## src/rtl/example_02_ctrl.sv

```systemverilog
// 3-bit status/count register: popcount load, serial shift-in, increment or hold.
// Build option EXAMPLE_02_SAT_EN makes the increment mode saturate at 7 instead of wrapping.
module example_02_ctrl (
  input  logic       clk,
  input  logic       rstN,
  input  logic       A,
  input  logic       B,
  input  logic       C,
  input  logic [3:0] D,
  output logic [2:0] Q
);

  logic [2:0] q_p0;
  logic [2:0] q_nxt;

  // Ones count of a nibble; the maximum of 4 always fits in 3 bits.
  function automatic logic [2:0] popcount4(input logic [3:0] d);
    return {2'b00, d[0]} + {2'b00, d[1]} + {2'b00, d[2]} + {2'b00, d[3]};
  endfunction

  function automatic logic [2:0] incr(input logic [2:0] q);
`ifdef EXAMPLE_02_SAT_EN
    return (q == 3'd7) ? q : q + 3'd1;
`else
    return q + 3'd1;
`endif
  endfunction

  always_comb begin
    q_nxt = q_p0;
    if (C)
      q_nxt = popcount4(D);
    else if (B)
      q_nxt = {q_p0[1:0], A};
    else if (A)
      q_nxt = incr(q_p0);
  end

  // Stage p0: the only register; rstN is active-high despite its name.
  always_ff @(posedge clk) begin
    if (rstN)
      q_p0 <= 3'd0;
    else
      q_p0 <= q_nxt;
  end

  assign Q = q_p0;

endmodule

```

## config.mk

```make
export PLATFORM = sky130hd
export DESIGN_NAME = example_02_ctrl
export DESIGN_NICKNAME = d
export VERILOG_FILES = /design/src/rtl/example_02_ctrl.sv
export SDC_FILE = /design/constraint.sdc
export NUM_CORES = 1
export LEC_CHECK = 0
export CAP_MARGIN = 25
export CORE_AREA = 2 2 39 41
export CTS_BUF_LIST = sky130_fd_sc_hd__clkbuf_16
export CTS_CLUSTER_SIZE = 25
export DETAILED_ROUTE_END_ITERATION = 12
export DIE_AREA = 0 0 41 43
export MAX_ROUTING_LAYER = met4
export PLACE_DENSITY_LB_ADDON = 0.05
export SYNTH_ARGS = -nofsm -noshare
export SYNTH_HDL_FRONTEND = slang
export SYNTH_SLANG_ARGS = --single-unit
```

## constraint.sdc

```tcl
create_clock -name clk -period 2.4 [get_ports clk]
set_input_delay 0.6 -clock clk [delete_from_list [all_inputs] [get_ports clk]]
set_output_delay 0.6 -clock clk [all_outputs]
set_load 0.01 [all_outputs]
```

# Word-level counts from Yosys, hierarchy flattened
# Index checks and enable logic that the tools add are counted.
# Widths: inputs -> output; s select.
# classes
addsub,4
muxes,3
reduce_logical,1
# ops
op,count
$mux 3,3
$add 2x1->3,1
$add 3x1->3,1
$add 3x1->3 const B,1
$reduce_bool 3->1,1
$add 1x1->2,1
# totals
reg_bits,3
input_bits,9
out_inout_bits,3
wordCells,9

# Logic depth before layout (Yosys ltp)
# depth
depth_word,4
ltp_mapped,7
ltp_nobuf,7

# Least setup slack after synthesis
# OpenSTA, ideal clock, no wires.
# synth_path
kind,input to register
start,in D[0]
end,reg q_p0[1] (netlist: Q[1])
setup_time_ps,128
arrival_time_ps,1725
required_ps,2272
setup_slack_ps,547
cell_stages,7
n_path_buf,0
cell_sequence,inv_1 fa_1 inv_1 ha_1 ha_1 nand2_1 o22ai_1
# synth_between
elab_chain_cells,4
# synth_rtl
element,line_no,rtl
from (decl),9,"input logic [3:0] D,"
$add 1x1->2,18,"return {2'b00, d[0]} + {2'b00, d[1]} + {2'b00, d[2]} + {2'b00, d[3]};"
$add 2x1->3,18,
$add 3x1->3,18,
$mux 3,31,if (C)
to (signal assigned),44,q_p0 <= q_nxt;
to (decl),13,logic [2:0] q_p0;
# Every way passes these cells.
# A chain may end at the register's enable or synchronous reset.

# Worst setup path after layout
# Ends and elaborated chain as after synthesis.

==> flow_summary.toml <==
[status]
status = "completed"

[sta]
rsz0062_at_grt = "false"
setup_viol = 0
fin_ws_ps = 224
post-route-min-period_ps = 2180
worstMarginPinSlew_ps = 210
holdWs_ps = 608
slew_violations = 0
hold_viol_final = 0
max_freq_ghz = 0.460
finalSetupTns_ps = 0
slew_headroom = 0.859
post-route-period-util = 0.907
skew_ps = 0.474

[layout]
final_common_cell = "clkdlybuf4s50_1"
fill_cells = 154
antennaDiodeCount = 0
fin_cells = 61
drive_gt1_frac = 0.0889
final_util = 0.323
area_growth_pct = 87.9
final_nets = 59
largest_register_ffs = 3
layout_common_cells = "clkdlybuf4s50_1, inv_1, dfxtp_1, ha_1, clkbuf_16"

[route]
wl_per_cell_um = 10.2
wl_um = 621
firstDrtPassIters = 1
drc = 0
vias = 243
drt_iter0_markers = 0
ant_nets = 0
via_per_inst = 3.98

[synthesis]
netlist_area_um2 = 238
synthCells = 30
yosysTopAreaCell = "dfxtp_1"
syn_avg_cell_area_um2 = 7.92
synth_nets = 43
synth_top_area_share = 0.253
ys_ff_latch = 3
synth.distinct_cells = 16
ys_warn_count = 0
synth_area_leaders = "dfxtp_1, ha_1, inv_1, fa_1, o22ai_1"
ys_seq_area_frac = 0.253

[flow_run]
maxCapViolCount = 0

[placement]
dp_cells = 57
pre_cts_ws_ps = -19.7
dpl.hpwl_um = 504
port_buffers = 11
gp_congestion = 0.689

[setup_path]
cp.arrival_ps = 2320
critical_path_class = "in -> reg"
cp-end-kind = "register"
rr_worst_depth = 3
critPathMaxFanout = 1
setup.worst_path.start_class = "primary input"
regToRegSetupSlack_ps = 1270
critPathRequiredTime_ps = 2550

[floorplanning]
dieWidth_um = 41
die_h_um = 43
dieArea_um2 = 1760
core_um2 = 1380
start_util = 0.172
io_pins = 12
num_rows = 14

[global_routing]
grt_pass1_vias = 258
track_usage = 0.0884
grt.overflow.total = 0
grt_max_degree = 6
antenna_found_initial = 0
grt_pass1_wl_um = 959

[power_and_ir_drop]
p_leak_nw = 0.209
ir_drop_mv = 0.466
power_density_nw_per_um2 = 849

[hold_path]
min_path_type = "reg -> reg"
hold_depth = 2

[clock_network]
clk_latency_ps = 220
numCtsBuffers = 3
post_cts_buffers = 0
clkSinkCount = 3
clockBufferDepth = 2
cts_resized = 0
clkTransAtPathRegs_ps = 30
cts_tree = "built"
cts_root_buf = "clkbuf_16"
postCtsHoldBufs = 0
cts_max_level = 1
-- final timing paths --
kind	from	to
max	D[0]	Q[1]$_SDFFE_PP0P_
min	Q[1]$_SDFFE_PP0P_	Q[2]$_SDFFE_PP0P_
max reg2reg	Q[0]$_SDFFE_PP0P_	Q[1]$_SDFFE_PP0P_
min reg2reg	Q[1]$_SDFFE_PP0P_	Q[2]$_SDFFE_PP0P_
-- synth_stat cells (all sizes together) --
| master | count |
|---|---|
| a21o | 1 |
| o22ai | 2 |
| ha | 3 |
| a21oi | 2 |
| xnor2 | 1 |
| o21a | 1 |
| nand2b | 1 |
| nand3 | 1 |
| fa | 1 |
| a211oi | 1 |
| nor2 | 1 |
| inv | 7 |
| o21ai | 2 |
| nor2b | 1 |
| nand2 | 2 |
| dfxtp | 3 |
-- report_power, final --
part / switching, mW / internal (mW) / total, mW
combinational: 0.0235 / 0.0347 / 0.0583
sequential: 0.00492 / 0.0554 / 0.0603
clock: 0.0460 / 0.215 / 0.261
-- per-stage QoR --
stage	instance area [um2]	power, mW
4_1_cts	447	0.387
2_1_floorplan	238	0.0876
3_3_place_gp	368	0.120
6_report	447	0.379
3_5_place_dp	368	0.121
5_1_grt	447	0.397
-- critical path, cell delays in order --
cell and delay, ps:
clkdlybuf4s50_1 450, inv_1 50, fa_1 540, inv_1 50, ha_1 170, ha_1 260, nand2_1 40, o22ai_1 150
-- final cells by class --
type                            instances  area, um2  share of cell area
Sequential cell                         3       60.1               0.134
Clock buffer                            3       75.1               0.168
Clock inverter                          1       3.75             0.00840
Inverter                                7       26.3              0.0588
Tap cell                               16       20.0              0.0448
Multi-Input combinational cell         20        151               0.339
Timing Repair Buffer                   11        110               0.246
-- routing by layer --
metal | vias to the layer above | GRT usage | wire (um)
met5 | - | - | 0
met4 | 0 | 0.0600 | 14
met3 | 2 | 0.0314 | 53
met2 | 8 | 0.150 | 349
met1 | 105 | 0.0737 | 203
li1 | 128 | - | -
-- cell families (layout without fill, tap and decap cells) --
kind of cell    Yosys count  after routing  share of synthesized area
flops                     3              3                      0.253
fa+ha+maj                 4              4                      0.242
buf+inv                   7             22                      0.111
simple gates              6              6                      0.121
compound gates            9              9                      0.237
xor+xnor                  1              1                     0.0368
Note: power is estimated with default switching activity, not from simulation.
